`src/rtl/sy_pkg.sv`:
```
// Shared defaults and entry layout for the sy_ppl CSR issue queue.
// Optional bypass build: SY_CSR_IQ_BYPASS_EN.
package sy_pkg;

  localparam int CSR_IQ_DEPTH   = 4;
  localparam int CSR_IQ_N_AWAKE = 5;
  localparam int CSR_IQ_IDX_WTH = $clog2(CSR_IQ_DEPTH);
  localparam int CSR_CADDR_WTH  = 12;
  localparam int CSR_PREG_WTH   = 7;
  localparam int CSR_PLD_WTH    = 32;

  typedef struct packed {
    logic [CSR_CADDR_WTH-1:0]  addr;
    logic                      rd_en;
    logic                      wr_en;
    logic [CSR_PREG_WTH-1:0]   rs1_idx;
    logic                      rs1_rdy;
    logic                      raw_en;
    logic [CSR_IQ_IDX_WTH-1:0] raw_idx;
    logic                      wd_vld;
    logic [CSR_PLD_WTH-1:0]    pld;
  } csr_iq_ent_t;

endpackage

```
`src/rtl/sy_ppl_csr_iq_wakeup.sv`:
```
// Matches one rs1 index against every integer wakeup channel.
// FP-file wakeups never match.
module sy_ppl_csr_iq_wakeup #(
  parameter int N_AWAKE  = 5,
  parameter int PREG_WTH = 7
) (
  input  logic [PREG_WTH-1:0]         rs1_idx_i,
  input  logic [N_AWAKE-1:0]          awake_vld_i,
  input  logic [N_AWAKE*PREG_WTH-1:0] awake_idx_i,
  input  logic [N_AWAKE-1:0]          awake_is_fp_i,
  output logic                        match_o
);

  always_comb begin
    match_o = 1'b0;
    for (int k = 0; k < N_AWAKE; k++) begin
      if (awake_vld_i[k] && !awake_is_fp_i[k] &&
          awake_idx_i[k*PREG_WTH +: PREG_WTH] == rs1_idx_i)
        match_o = 1'b1;
    end
  end

endmodule

```
`src/rtl/sy_ppl_csr_iq_gen.sv`:
```
// In-order CSR issue queue: rs1 wakeup, CSR RAW tracking, in-order commit.
// Define SY_CSR_IQ_BYPASS_EN to let RAW-blocked ops issue on producer data.
module sy_ppl_csr_iq_gen
  import sy_pkg::*;
#(
  parameter int DEPTH     = CSR_IQ_DEPTH,
  parameter int IDX_WTH   = $clog2(DEPTH),
  parameter int DWTH      = 64,
  parameter int CADDR_WTH = CSR_CADDR_WTH,
  parameter int PREG_WTH  = CSR_PREG_WTH,
  parameter int N_AWAKE   = CSR_IQ_N_AWAKE,
  parameter int PLD_WTH   = CSR_PLD_WTH
) (
  input  logic                        clk_i,
  input  logic                        rst_i,
  input  logic                        flush_i,
  input  logic                        dis_vld_i,
  output logic                        dis_rdy_o,
  input  logic [CADDR_WTH-1:0]        dis_addr_i,
  input  logic                        dis_rd_en_i,
  input  logic                        dis_wr_en_i,
  input  logic [PREG_WTH-1:0]         dis_rs1_idx_i,
  input  logic                        dis_rs1_rdy_i,
  input  logic [PLD_WTH-1:0]          dis_pld_i,
  input  logic [N_AWAKE-1:0]          awake_vld_i,
  input  logic [N_AWAKE*PREG_WTH-1:0] awake_idx_i,
  input  logic [N_AWAKE-1:0]          awake_is_fp_i,
  output logic                        issue_vld_o,
  input  logic                        issue_rdy_i,
  output logic [IDX_WTH-1:0]          issue_idx_o,
  output logic [CADDR_WTH-1:0]        issue_addr_o,
  output logic [PLD_WTH-1:0]          issue_pld_o,
`ifdef SY_CSR_IQ_BYPASS_EN
  output logic                        issue_fwd_vld_o,
  output logic [DWTH-1:0]             issue_fwd_data_o,
`endif
  input  logic                        wd_en_i,
  input  logic [IDX_WTH-1:0]          wd_idx_i,
  input  logic [DWTH-1:0]             wd_data_i,
  input  logic                        retire_i,
  output logic                        rf_wr_en_o,
  output logic [CADDR_WTH-1:0]        rf_waddr_o,
  output logic [DWTH-1:0]             rf_wdata_o,
  output logic [IDX_WTH:0]            cnt_o,
  output logic                        err_o
);

  localparam int PW = IDX_WTH + 1;

  logic [PW-1:0]    ins_q, ins_d, iss_q, iss_d, del_q, del_d;
  csr_iq_ent_t      ent_q [DEPTH];
  csr_iq_ent_t      ent_d [DEPTH];
  logic [DWTH-1:0]  wdata_q [DEPTH];
  logic [DWTH-1:0]  wdata_d [DEPTH];
  logic [DEPTH-1:0] vld_q, vld_d;
  logic             err_q, err_d;

  logic [IDX_WTH-1:0] ins_idx, iss_idx, del_idx;
  logic               full, empty, iss_empty;
  logic [DEPTH-1:0]   ent_wake;
  logic               dis_wake;
  csr_iq_ent_t        iss_ent, del_ent;
  logic               raw_ok, ret_err, ret_ok, ins_fire, wd_err;
  logic               raw_hit;
  logic [IDX_WTH-1:0] raw_idx, slot;

  assign ins_idx   = ins_q[IDX_WTH-1:0];
  assign iss_idx   = iss_q[IDX_WTH-1:0];
  assign del_idx   = del_q[IDX_WTH-1:0];
  assign full      = ({~del_q[IDX_WTH], del_idx} == ins_q);
  assign empty     = (del_q == ins_q);
  assign iss_empty = (iss_q == ins_q);
  assign cnt_o     = ins_q - del_q;
  assign err_o     = err_q;
  assign dis_rdy_o = ~full;

  for (genvar g = 0; g < DEPTH; g++) begin : g_wk
    sy_ppl_csr_iq_wakeup #(
      .N_AWAKE  (N_AWAKE),
      .PREG_WTH (PREG_WTH)
    ) u_wk (
      .rs1_idx_i     (ent_q[g].rs1_idx),
      .awake_vld_i   (awake_vld_i),
      .awake_idx_i   (awake_idx_i),
      .awake_is_fp_i (awake_is_fp_i),
      .match_o       (ent_wake[g])
    );
  end

  sy_ppl_csr_iq_wakeup #(
    .N_AWAKE  (N_AWAKE),
    .PREG_WTH (PREG_WTH)
  ) u_dis_wk (
    .rs1_idx_i     (dis_rs1_idx_i),
    .awake_vld_i   (awake_vld_i),
    .awake_idx_i   (awake_idx_i),
    .awake_is_fp_i (awake_is_fp_i),
    .match_o       (dis_wake)
  );

  assign iss_ent = ent_q[iss_idx];
  assign del_ent = ent_q[del_idx];

`ifdef SY_CSR_IQ_BYPASS_EN
  assign raw_ok = !iss_ent.raw_en ||
                  ent_q[iss_ent.raw_idx].wd_vld;
  assign issue_fwd_vld_o  = issue_vld_o && iss_ent.raw_en;
  assign issue_fwd_data_o = wdata_q[iss_ent.raw_idx];
`else
  assign raw_ok = !iss_ent.raw_en;
`endif

  assign issue_vld_o  = !iss_empty && iss_ent.rs1_rdy &&
                        raw_ok && !flush_i;
  assign issue_idx_o  = iss_idx;
  assign issue_addr_o = iss_ent.addr;
  assign issue_pld_o  = iss_ent.pld;

  // An unissued head, missing write data or empty queue is a bad retire.
  assign ret_err = retire_i && (empty || del_q == iss_q ||
                   (del_ent.wr_en && !del_ent.wd_vld));
  assign ret_ok     = retire_i && !ret_err;
  assign rf_wr_en_o = ret_ok && del_ent.wr_en;
  assign rf_waddr_o = del_ent.addr;
  assign rf_wdata_o = wdata_q[del_idx];

  assign ins_fire = dis_vld_i && dis_rdy_o && !flush_i;
  assign wd_err   = wd_en_i && !vld_q[wd_idx_i];

  // Walk oldest to youngest so the last hit is the youngest writer.
  always_comb begin
    raw_hit = 1'b0;
    raw_idx = '0;
    slot    = '0;
    for (int i = 0; i < DEPTH; i++) begin
      slot = del_idx + IDX_WTH'(i);
      if (PW'(i) < cnt_o && ent_q[slot].wr_en &&
          ent_q[slot].addr == dis_addr_i &&
          !(rf_wr_en_o && slot == del_idx)) begin
        raw_hit = 1'b1;
        raw_idx = slot;
      end
    end
  end

  always_comb begin
    ins_d   = ins_q;
    iss_d   = iss_q;
    del_d   = del_q;
    ent_d   = ent_q;
    wdata_d = wdata_q;
    vld_d   = vld_q;
    err_d   = err_q;
    for (int e = 0; e < DEPTH; e++) begin
      if (vld_q[e] && ent_wake[e])
        ent_d[e].rs1_rdy = 1'b1;
      if (rf_wr_en_o && ent_q[e].raw_en &&
          ent_q[e].raw_idx == del_idx)
        ent_d[e].raw_en = 1'b0;
    end
    if (wd_en_i && vld_q[wd_idx_i]) begin
      wdata_d[wd_idx_i]       = wd_data_i;
      ent_d[wd_idx_i].wd_vld = 1'b1;
    end
    if (issue_vld_o && issue_rdy_i)
      iss_d = iss_q + PW'(1);
    if (ret_ok) begin
      vld_d[del_idx] = 1'b0;
      del_d          = del_q + PW'(1);
    end
    if (ins_fire) begin
      ent_d[ins_idx].addr    = dis_addr_i;
      ent_d[ins_idx].rd_en   = dis_rd_en_i;
      ent_d[ins_idx].wr_en   = dis_wr_en_i;
      ent_d[ins_idx].rs1_idx = dis_rs1_idx_i;
      ent_d[ins_idx].rs1_rdy = dis_rs1_rdy_i | dis_wake;
      ent_d[ins_idx].raw_en  = dis_rd_en_i && raw_hit;
      ent_d[ins_idx].raw_idx = raw_idx;
      ent_d[ins_idx].wd_vld  = 1'b0;
      ent_d[ins_idx].pld     = dis_pld_i;
      vld_d[ins_idx]         = 1'b1;
      ins_d                  = ins_q + PW'(1);
    end
    if (ret_err || wd_err)
      err_d = 1'b1;
    if (flush_i) begin
      ins_d = '0;
      iss_d = '0;
      del_d = '0;
      vld_d = '0;
      for (int e = 0; e < DEPTH; e++)
        ent_d[e].raw_en = 1'b0;
    end
  end

  always_ff @(posedge clk_i) begin
    if (rst_i) begin
      ins_q <= '0;
      iss_q <= '0;
      del_q <= '0;
      vld_q <= '0;
      err_q <= 1'b0;
      for (int e = 0; e < DEPTH; e++) begin
        ent_q[e]   <= '0;
        wdata_q[e] <= '0;
      end
    end else begin
      ins_q   <= ins_d;
      iss_q   <= iss_d;
      del_q   <= del_d;
      vld_q   <= vld_d;
      err_q   <= err_d;
      ent_q   <= ent_d;
      wdata_q <= wdata_d;
    end
  end

endmodule

```
`config.mk`:
```
export PLATFORM = sky130hd
export DESIGN_NAME = sy_ppl_csr_iq_gen
export DESIGN_NICKNAME = d
export VERILOG_FILES = /design/src/rtl/sy_pkg.sv /design/src/rtl/sy_ppl_csr_iq_wakeup.sv /design/src/rtl/sy_ppl_csr_iq_gen.sv
export SDC_FILE = /design/constraint.sdc
export NUM_CORES = 1
export LEC_CHECK = 0
export CAP_MARGIN = 20
export CORE_ASPECT_RATIO = 1.25
export CORE_MARGIN = 5
export CORE_UTILIZATION = 45
export DETAILED_ROUTE_END_ITERATION = 8
export GPL_TIMING_DRIVEN = 0
export MAX_ROUTING_LAYER = met4
export PLACE_DENSITY = 0.67
export SLEW_MARGIN = 20
export SYNTH_ARGS = -nofsm -noshare
export SYNTH_HDL_FRONTEND = slang
export SYNTH_SLANG_ARGS = --single-unit
```
`constraint.sdc`:
```
create_clock -name clk_i -period 9.9 [get_ports clk_i]
set_clock_uncertainty 0.05 [all_clocks]
set_input_delay 1.98 -clock clk_i [delete_from_list [all_inputs] [get_ports clk_i]]
set_output_delay 1.98 -clock clk_i [all_outputs]
set_load 0.005 [all_outputs]
```
Word level (Yosys, flattened, before mapping)
Cells that the tools add are included.
{ "totals": {"in_bits": 172, "output_inout_bits": 129, "ff_bits": 502, "word_cells": 318} }
{ "classes": {"eq_ne": 40, "mux": 102, "order_cmp": 18, "addsub": 7, "n_reduce_logical": 93, "bitwise_logic": 13} }
{ "ops": {"columns": ["cell", "count"], "rows": [
  ["bitwise mux 232 bit", 10],
  ["demux 58 bit (select 2 bit)", 10],
  ["two-way mux 58 bit", 11],
  ["binary-select mux 58 bit (select 2 bit)", 5],
  ["two-way mux 232 bit", 2],
  ["bitwise mux 256 bit", 1],
  ["two-way mux 64 bit", 3],
  ["equality test 7 bit", 25],
  ["binary-select mux 64 bit (select 2 bit)", 1],
  ["demux 64 bit (select 2 bit)", 1],
  ["logical AND 1 bit", 74],
  ["two-way mux 33 bit", 2],
  ["equality test 12 bit", 4],
  ["two-way mux 46 bit", 1],
  ["two-way mux 45 bit", 1],
  ["two-way mux 44 bit", 1],
  ["two-way mux 1 bit", 40],
  ["two-way mux 37 bit", 1],
  ["two-way mux 36 bit", 1],
  ["two-way mux 35 bit", 1],
  ["two-way mux 32 bit", 1],
  ["greater-or-equal comparator 3 bit (second input constant)", 7],
  ["NOT 2 -> 3 bit", 7],
  ["logical NOT 1 bit", 15],
  ["other kinds (22)", 48]
]} }

Depth between registers and ports, before layout
Gate-level depths: netlist of the first run.
{ "logic_depth": {"depth_word": 26, "ltp_mapped": 16} }

Hierarchy
A second synthesis of the first run with hierarchy kept.
{ "unflattened": {"cells_unflattened": 2864, "hier_area_um2": 24798.8} }
{ "modules_own_cells": {"columns": ["module", "cells_each", "instances", "area_each_um2"], "rows": [
  ["sy_ppl_csr_iq_gen", 2564, 1, 22352.7],
  ["sy_ppl_csr_iq_wakeup", 60, 5, 489.2]
]} }

Worst setup path after synthesis of the first run
OpenSTA, ideal clock, no wires.
{ "synth_path": {"path_kind": "register to output", "startpoint": "register del_q[1]", "endpoint": "output rf_wr_en_o", "path_slack_ps": 5161, "stages_incl_launch_ff": 12, "arrival_ps": 2709, "path_cell_list": "dfxtp_1 > buf_2 > buf_4 > buf_1 > buf_2 > inv_1 > ha_1 > nand2_1 > o32ai_1 > nor3b_2 > nand2_1 > inv_1"} }
{ "synth_via": {"elab_chain_cells": 11} }
{ "synth_rtl": {"columns": ["element", "line", "text"], "rows": [
  ["start, declared", "sy_ppl_csr_iq_gen.sv:50", "logic [PW-1:0] ins_q, ins_d, iss_q, iss_d, del_q, del_d;"],
  ["start signal, assigned", "sy_ppl_csr_iq_gen.sv:210", "del_q <= del_d;"],
  ["NOT 2 -> 3 bit (implied by the code)", "sy_ppl_csr_iq_gen.sv:102", "assign del_ent = ent_q[del_idx];"],
  ["binary-select mux 58 bit (select 2 bit)", "sy_ppl_csr_iq_gen.sv:102", null],
  ["two-way mux 58 bit (implied by the code) (2 in a row)", "sy_ppl_csr_iq_gen.sv:102", null],
  ["logical NOT 1 bit", "sy_ppl_csr_iq_gen.sv:121", "(del_ent.wr_en && !del_ent.wd_vld));"],
  ["logical AND 1 bit", "sy_ppl_csr_iq_gen.sv:121", null],
  ["logical OR 1 bit", "sy_ppl_csr_iq_gen.sv:120", "assign ret_err = retire_i && (empty || del_q == iss_q ||"],
  ["logical AND 1 bit", "sy_ppl_csr_iq_gen.sv:120", null],
  ["logical NOT 1 bit", "sy_ppl_csr_iq_gen.sv:122", "assign ret_ok = retire_i && !ret_err;"],
  ["logical AND 1 bit", "sy_ppl_csr_iq_gen.sv:122", null],
  ["logical AND 1 bit *", "sy_ppl_csr_iq_gen.sv:123", "assign rf_wr_en_o = ret_ok && del_ent.wr_en;"],
  ["end, declared", "sy_ppl_csr_iq_gen.sv:41", "output logic rf_wr_en_o,"]
]} }
Mark *: on every way between the ends. The rest lies on a longest branch, timed or not. The select of a mux whose other input is x is not followed.

Final worst setup path of the first run
Same ends and word-level chain as after synthesis.

==> impl_metrics.json, run 1 <==
{
  "outcome": "finished clean",
  "tightest_slew_ns": 1.18,
  "synth_nets": 3046,
  "cts_setup_buffers": 0,
  "vias_per_cell": 5.68,
  "finalSetupViolations": 0,
  "h-tree-depth": 2,
  "synthSimpleGateAreaFrac": 0.186,
  "fin_cells": 3935,
  "ctsResizeCount": 0,
  "vias": 22362,
  "fillers": 4914,
  "numCtsBuffers": 51,
  "worstPathArrival_ns": 5.50,
  "async_reset_ff_frac": 0,
  "crit_path_end_kind": "output pin",
  "synth-xor-area-share": 0.0898,
  "crit_type": "reg -> out",
  "rsz0062_at_grt": "false",
  "setup_tns_ns": 0,
  "drv_slew": 0,
  "worstSkewPairLatency_ns": 0.61,
  "grt_overflow_total": 0,
  "place_hpwl_mm": 61.9,
  "clkTransAtPathRegs_ns": 0.06,
  "start_util": 0.455,
  "synth_sequential_area_ratio": 0.407,
  "dp_cells": 3833,
  "reg2reg_depth": 15,
  "hold_viol_final": 0,
  "cts_buffer_depth": 3,
  "cap_violations": 0,
  "top_usage_layer": "met2",
  "wirelength_mm": 85.5,
  "syn_avg_cell_area_um2": 8.57,
  "routedWlPerCell_um": 21.7,
  "synth.cell_area_mm2": 0.0245,
  "gp_congestion": 1.01,
  "synth-seq-cells": 498,
  "grt_pass1_wl_mm": 129,
  "critPathRequiredTime_ns": 7.87,
  "die_y_um": 271,
  "antenna_found_initial": 6,
  "synth_edf_count": 0,
  "finalCritPeriodShare": 0.761,
  "ios": 301,
  "use_met3": 0.0450,
  "ys_warn_count": 0,
  "core_mm2": 0.0538,
  "fin_crit_ns": 7.53,
  "drcViolationCount": 0,
  "cp_max_fo": 10,
  "track_usage": 0.284,
  "grt_pass1_vias": 22461,
  "grt.met2_usage": 0.493,
  "reg2reg_slack_ns": 3.71,
  "irDropWorstVdd_uv": 133,
  "max_freq_mhz": 133,
  "netlist-cell-type-count": 59,
  "tritoncts": "done",
  "leakage_uw": 0.00939,
  "grt_use_met1": 0.326,
  "layout-drive-gt1-share": 0.0837,
  "die_area_mm2": 0.0593,
  "hp-class": "reg -> reg",
  "max_slew_margin": 0.215,
  "synth_cells": 2862,
  "synthMuxAreaShare": 0.152,
  "final_common_cell": "nand2_1",
  "rows": 95,
  "synth_top_family_by_area": "simple AND/OR/NAND/NOR gates",
  "port_buffers": 244,
  "drtIter0Drc": 2195,
  "synth_fa_ha_area_frac": 0.00643,
  "dr.pass1.iters": 6,
  "final_cell_mix": "nand2_1, dfxtp_1, a21oi_1",
  "cts_hold_buf": 0,
  "cp-start-kind": "register",
  "area_delta_synth_final_pct": 20.9,
  "ant_nets": 0,
  "grt_max_degree": 15,
  "synth_compound_area_frac": 0.112,
  "clock_sinks": 498,
  "ys.flop_type": "dfxtp_1",
  "die_w_um": 219,
  "powerDensity_mw_per_mm2": 149,
  "nets": 3343,
  "cts_root_buf": "clkbuf_16",
  "hold_depth": 2
}
[worst max-delay path: stages, from the launching register on]
cell and delay [ns]:
dfxtp_1 0.35, buf_2 0.31, buf_4 0.33, buf_1 0.90
buf_2 0.49, inv_1 0.25, ha_1 0.36, nand2_1 0.08
o32ai_1 0.13, nor3b_2 0.61, nand2_1 0.31, inv_1 0.12
clkdlybuf4s50_1 0.60
[power breakdown]
| part | switching, uW | internal, uW | total, uW |
|---|---|---|---|
| clock | 864 | 1180 | 2040 |
| combinational | 201 | 141 | 342 |
| sequential | 11.6 | 2020 | 2030 |
| total | 1080 | 3340 | 4410 |
[final timing paths]
kind,from,end
worst max-delay path,del_q[1],rf_wr_en_o
worst min-delay path,ent_q[76],ent_q[76]
worst max register to register,del_q[1],ent_q[92]
worst min register to register,ent_q[76],ent_q[76]
[final cells by class]
cell class | count | area, um2 | share of cell area
timing repair buffer | 244 | 2440 | 0.0824
clock buffer | 69 | 1470 | 0.0494
antenna | 6 | 15.0 | 0.000506
inverter | 9 | 33.8 | 0.00114
buffer | 286 | 1130 | 0.0381
multi-input combinational | 2069 | 13400 | 0.451
sequential | 498 | 9970 | 0.336
clock inverter | 27 | 302 | 0.0102
tap | 727 | 910 | 0.0307
[routing by layer]
| metal | vias to the layer above | part of all wire | wire length [um] |
|---|---|---|---|
| li1 | 10278 | - | - |
| met1 | 10823 | 0.38 | 32300 |
| met2 | 1018 | 0.50 | 43000 |
| met3 | 243 | 0.071 | 6070 |
| met4 | 0 | 0.048 | 4080 |
| met5 | - | 0 | 0 |
[cells by family (layout without fill, tap and decap cells)]
| kind of cell | after synthesis | in the layout |
|---|---|---|
| AND/OR/NAND/NOR | 1117 | 1117 |
| XOR/XNOR | 248 | 248 |
| adder cells (fa/ha/maj) | 12 | 12 |
| AO/OA/AOI/OAI | 523 | 523 |
| buffers and inverters | 295 | 635 |
| flip-flops | 498 | 498 |
| multiplexers | 169 | 169 |
| other | 0 | 6 |
[sequential cells by signal (all words and copies together), names as in the netlist]
signal   flops
err_o        1
wdata_q    256
del_q        3
iss_q        3
vld_q        4
ent_q      228
ins_q        3
[stage by stage]
step,hold WS [ns],setup WS [ns],instance area (um2),power (uW),util
2_1_floorplan,0.383,5.16,24500,2250,-
3_3_place_gp,0.388,3.09,27900,2410,0.518
3_5_place_dp,0.395,3.07,27900,2410,0.518
4_1_cts,0.404,2.40,29600,4430,0.550
5_1_grt,0.417,2.16,29700,4540,0.551
6_report,0.403,2.37,29700,4410,0.551
[cells in the mapped netlist (5+ instances only)]
master      n  area (um2)
nand2_1   950        3570
dfxtp_1   498        9970
a21oi_1   475        2380
clkbuf_1  216         811
xnor2_1   148        1300
mux4_2    144        3240
xor2_1     97         850
buf_1      53         199
nor2_1     41         154
nand4_1    37         231
nor4_1     23         144
o21ai_0    16        80.1
mux4_1     14         368
nand3_1    14        70.1
ha_1       11         138
mux2i_1    11         110
buf_2      10        50.1
inv_1       9        33.8
nor3_1      9        45.0
nand3b_1    7        52.6
nand2b_1    5        31.3
nor2b_1     5        31.3
Note: power is estimated with default switching activity, not from simulation.
==> run 2, diff against run 1 <==
==> constraint.sdc (replaced) <==
create_clock -name clk_i -period 7 [get_ports clk_i]
set_clock_uncertainty 0.05 [all_clocks]
set_input_delay 1.4 -clock clk_i [delete_from_list [all_inputs] [get_ports clk_i]]
set_output_delay 1.4 -clock clk_i [all_outputs]
set_load 0.005 [all_outputs]
==> run 2 against run 1 <==
Compared with the run above:
- sequential share of layout area hardly changed
- largest power group unchanged
- setup slack got worse by 1.5 ns
- register-to-register slack got worse by 2.0 ns
- global-route usage unchanged
- flip-flop and latch count did not move
- via count is 0.13% lower
- critical endpoint unchanged
- design area barely moved
- clock power increased by 41%
- first-iteration DRC count down 9.4%
- die area stayed put
- cell count unchanged
- combinational power up 42%
==> impl_metrics.json, run 2 (synthesis results as in run 1) <==
{
  "drtIter0Drc": 1988,
  "hold_viol_final": 0,
  "critPathSlowestCell": "nor3b_2",
  "p_comb_frac": 0.078,
  "rsz0062_at_grt": "false",
  "cts_root_buf": "clkbuf_16",
  "worstPathArrival_ns": 4.69,
  "cp-start-kind": "register",
  "leakage_uw": 0.00939,
  "gp_congestion": 1.01,
  "antenna_found_initial": 6,
  "cap_violations": 0,
  "drv_slew": 0,
  "top_regs": "wdata_q: 256 flops, ent_q: 228 flops, vld_q: 4 flops",
  "finalSetupViolations": 0,
  "numCtsBuffers": 51,
  "worstSkewPairLatency_ns": 0.62,
  "cts_hold_buf": 0,
  "setup_tns_ns": 0,
  "wirelength_mm": 85.4,
  "largest_register_ffs": 256,
  "cp_max_fo": 19,
  "rows": 95,
  "irDropWorstVdd_uv": 188,
  "vias": 22334,
  "die_area_mm2": 0.0593,
  "power_uw": 6240,
  "core_mm2": 0.0538,
  "pwr-share-seq": 0.461,
  "crit_type": "reg -> out",
  "crit_path_end_kind": "output pin",
  "ios": 301,
  "clock_sinks": 498,
  "largest_register": "wdata_q",
  "dr.pass1.iters": 5,
  "final_cell_mix": "nand2_1, dfxtp_1, a21oi_1",
  "fin_util": 0.551,
  "p_clk_frac": 0.462,
  "grt_pass1_vias": 22461,
  "p_sw_frac": 0.244,
  "h-tree-depth": 2,
  "fin_cells": 3935,
  "routedWlPerCell_um": 21.7,
  "path_cells": "buf_2, buf_4, buf_2, inv_1, ha_1, nand2_1, o32ai_1, nor3b_2, nand2_1, inv_1, clkdlybuf4s50_1",
  "vias_per_cell": 5.68,
  "dp_cells": 3833,
  "port_buffers": 244,
  "finalCritPeriodShare": 0.876,
  "clkTransAtPathRegs_ns": 0.06,
  "ant_nets": 0,
  "drcViolationCount": 0,
  "critPathRequiredTime_ns": 5.55,
  "grt_pass1_wl_mm": 129,
  "place_hpwl_mm": 61.9,
  "area_delta_synth_final_pct": 20.9,
  "fin_crit_ns": 6.14,
  "internal_power_uw": 4720,
  "grt_overflow_total": 0,
  "track_usage": 0.284,
  "tritoncts": "done",
  "powerDensity_mw_per_mm2": 210,
  "max_stage_delay_ns": 0.63,
  "die_y_um": 271,
  "die_w_um": 219,
  "hp-class": "reg -> reg",
  "start_util": 0.455,
  "max_freq_mhz": 163,
  "ctsResizeCount": 0,
  "grt_max_degree": 15,
  "cts_setup_buffers": 0,
  "final_common_cell": "nand2_1",
  "outcome": "finished clean",
  "tightest_slew_ns": 1.11,
  "nets": 3342,
  "layout-drive-gt1-share": 0.0837,
  "max_slew_margin": 0.251,
  "p_switching_uw": 1520,
  "cts_buffer_depth": 3
}
run 2: per-stage QoR:
step / setup slack (ns) / hold slack, ns / instance area [um2]
final: 0.865 / 0.403 / 29700
after global routing: 0.581 / 0.417 / 29700
after CTS: 0.0758 / 0.404 / 29600
after detailed placement: 0.749 / 0.395 / 27900
after global placement: 0.768 / 0.388 / 27900
after floorplan: 2.84 / 0.383 / 24500
run 2: path summary, 6_finish.rpt:
path | depth (start not counted) | start | slack (ns) | end
min reg2reg | 2 | ent_q[76] | 0.40 | ent_q[76]
max reg2reg | 14 | del_q[1] | 1.67 | ent_q[92]
min | 2 | ent_q[76] | 0.40 | ent_q[76]
max | 11 | del_q[1] | 0.86 | rf_wr_en_o
run 2: layout make-up:
type	instances	area, um2
flip-flops and latches	498	9970
clock inverters	27	302
clock buffers	69	1470
plain buffers	285	1120
diodes	7	17.5
repair buffers	244	2440
inverters	9	33.8
well taps	727	910
fillers	4913	24200
multi-input cells	2069	13400
run 2: power groups by stage:
| stage | Sequential [uW] | Combinational, uW | Clock [uW] |
|---|---|---|---|
| 2_1_floorplan | 2930 | 244 | 0 |
| 3_3_place_gp | 2930 | 472 | 0 |
| 3_5_place_dp | 2940 | 477 | 0 |
| 4_1_cts | 2870 | 480 | 2920 |
| 5_1_grt | 2870 | 512 | 3040 |
| 6_report | 2870 | 484 | 2880 |
run 2: routing by layer:
| metal | GRT usage | part of all wire | vias to the layer above |
|---|---|---|---|
| li1 | - | - | 10268 |
| met1 | 0.326 | 0.38 | 10810 |
| met2 | 0.493 | 0.50 | 1021 |
| met3 | 0.0450 | 0.071 | 235 |
| met4 | 0.123 | 0.048 | 0 |
| met5 | - | 0 | - |
run 2: critical path: cells and delay by family (launching register included):
family,cells,cell delay [ns]
compound gates,1,0.13
fa+ha+maj,1,0.37
buf+inv,6,2.17
flops,1,0.35
simple gates,3,1.03
==> RTL edit: new RTL, config.mk and constraints of run 2 <==
The option `SY_CSR_IQ_BYPASS_EN` is turned on by a define.
--- a/src/rtl/sy_ppl_csr_iq_gen.sv
+++ b/src/rtl/sy_ppl_csr_iq_gen.sv
@@ -1,5 +1,7 @@
 // In-order CSR issue queue: rs1 wakeup, CSR RAW tracking, in-order commit.
 // Define SY_CSR_IQ_BYPASS_EN to let RAW-blocked ops issue on producer data.
+`define SY_CSR_IQ_BYPASS_EN
+
 module sy_ppl_csr_iq_gen
   import sy_pkg::*;
 #(
Function (old outputs only; new: issue_fwd_data_o and issue_fwd_vld_o): changed (a bounded check fails within 4 cycles, from zero or initial values and one cycle with rst_i high).
==> RTL edit against run 2 <==
Global-route usage is 0.95 points higher; critical path depth grew 1; total power rose by 1.4%; highest routed layer unchanged; sequential cell count unchanged; setup slack got worse by 0.27 ns; cell area is 7.6% higher; combinational power increased by 7.0%; count of clock-buffer cells in the layout grew 6; critical endpoint unchanged; area after synthesis is 6.1% higher; wire length increased by 9.1%; first-iteration DRC count up 9.3%; synthesized cell count is 3.0% higher.
==> RTL edit: results (changes against run 2) <==
metric;value;unit;change
Hold Slack;0.4034;ns;+0.0006960 ns
flop2flop setup slack;1.77;ns;+0.10 ns
reg2reg end;ent_q[34];;
Non-Clock Buffer Count;610;;+15%
Net Count, Synth;3133;;+2.9%
setup ws final;0.5940;ns;-0.2710 ns
max_slew headroom;0.2743;;+0.02362
crit path max fanout;10;;-9
largest net degree at the start of global routing;16;;+1
Logic inverters;10;;+1
met3 GRT Util;0.05100;;+0.006043
sequential share of cell area;0.3123;;-0.02387
clkbuf count;75;;+8.7%
Placed Instances;4010;;+4.6%
layout cells sized above 1;0.1007;;+0.01693
Post-Layout Cell Count;4119;;+4.7%
Met1 Wirelength;34840;um;+7.8%
mux cell area share after synthesis;0.2008;;+0.04905
first-pass GRT wire length;141400;um;+9.7%
multi-input logic area;14830;um2;+11%
routed len/inst;22.62;um;+4.2%
Lkg Pwr;9.943;nW;+5.9%
status;completed;;
Syn Inst Count;2949;;+3.0%
fin nets;3499;;+4.7%
routed wl met2;47200;um;+9.8%
clock tree cell share of total cell area;0.05680;;-0.002821
count of multi-input gates;2142;;+3.5%
Hold Crit Start;ent_q[63];;
VDD IR max;197.2;uV;+4.9%
Vias;23980;;+7.3%
most frequent cells after synthesis;nand2_1 (955), dfxtp_1 (498), a21oi_1 (474);;
die area;62770;um2;+5.9%
M1 GR Usage;0.3434;;+0.01763
# port buffers;311;;+27%
final core occ;0.5574;;+0.006708
DP HPWL;68600;um;+11%
Synth Area in Adders;0.006058;;-0.0003722
Global Route Usage Sum;0.2939;;+0.009531
worst slack at placement;1.267;ns;+0.5176 ns
-- RTL edit: cell types whose count changed after synthesis, moves of 5 or more --
cell      before  now
buf_1         53   48
mux4_1        14    1
a211oi_1       0    6
nand2_1      950  955
clkbuf_1     216  235
mux4_2       144  225
-- RTL edit: worst max-delay path, cell delays in order, from the launching register on --
cell and delay [ns]:
dfxtp_1 0.38, buf_6 0.22, buf_6 0.22, buf_6 0.20, buf_2 0.44, inv_1 0.23
ha_1 0.38, a311o_1 0.33, a211o_1 0.34, nor2_1 0.50, and2_0 0.23, clkbuf_1 0.22
clkdlybuf4s50_1 0.63
-- RTL edit: power groups by stage --
stage	sequential, W	clock (W)	combinational (W)
after floorplan	0.00293	0	0.000266
after global placement	0.00294	0	0.000508
after detailed placement	0.00294	0	0.000513
after CTS	0.00288	0.00297	0.000516
after global routing	0.00288	0.00309	0.000552
final	0.00288	0.00293	0.000518
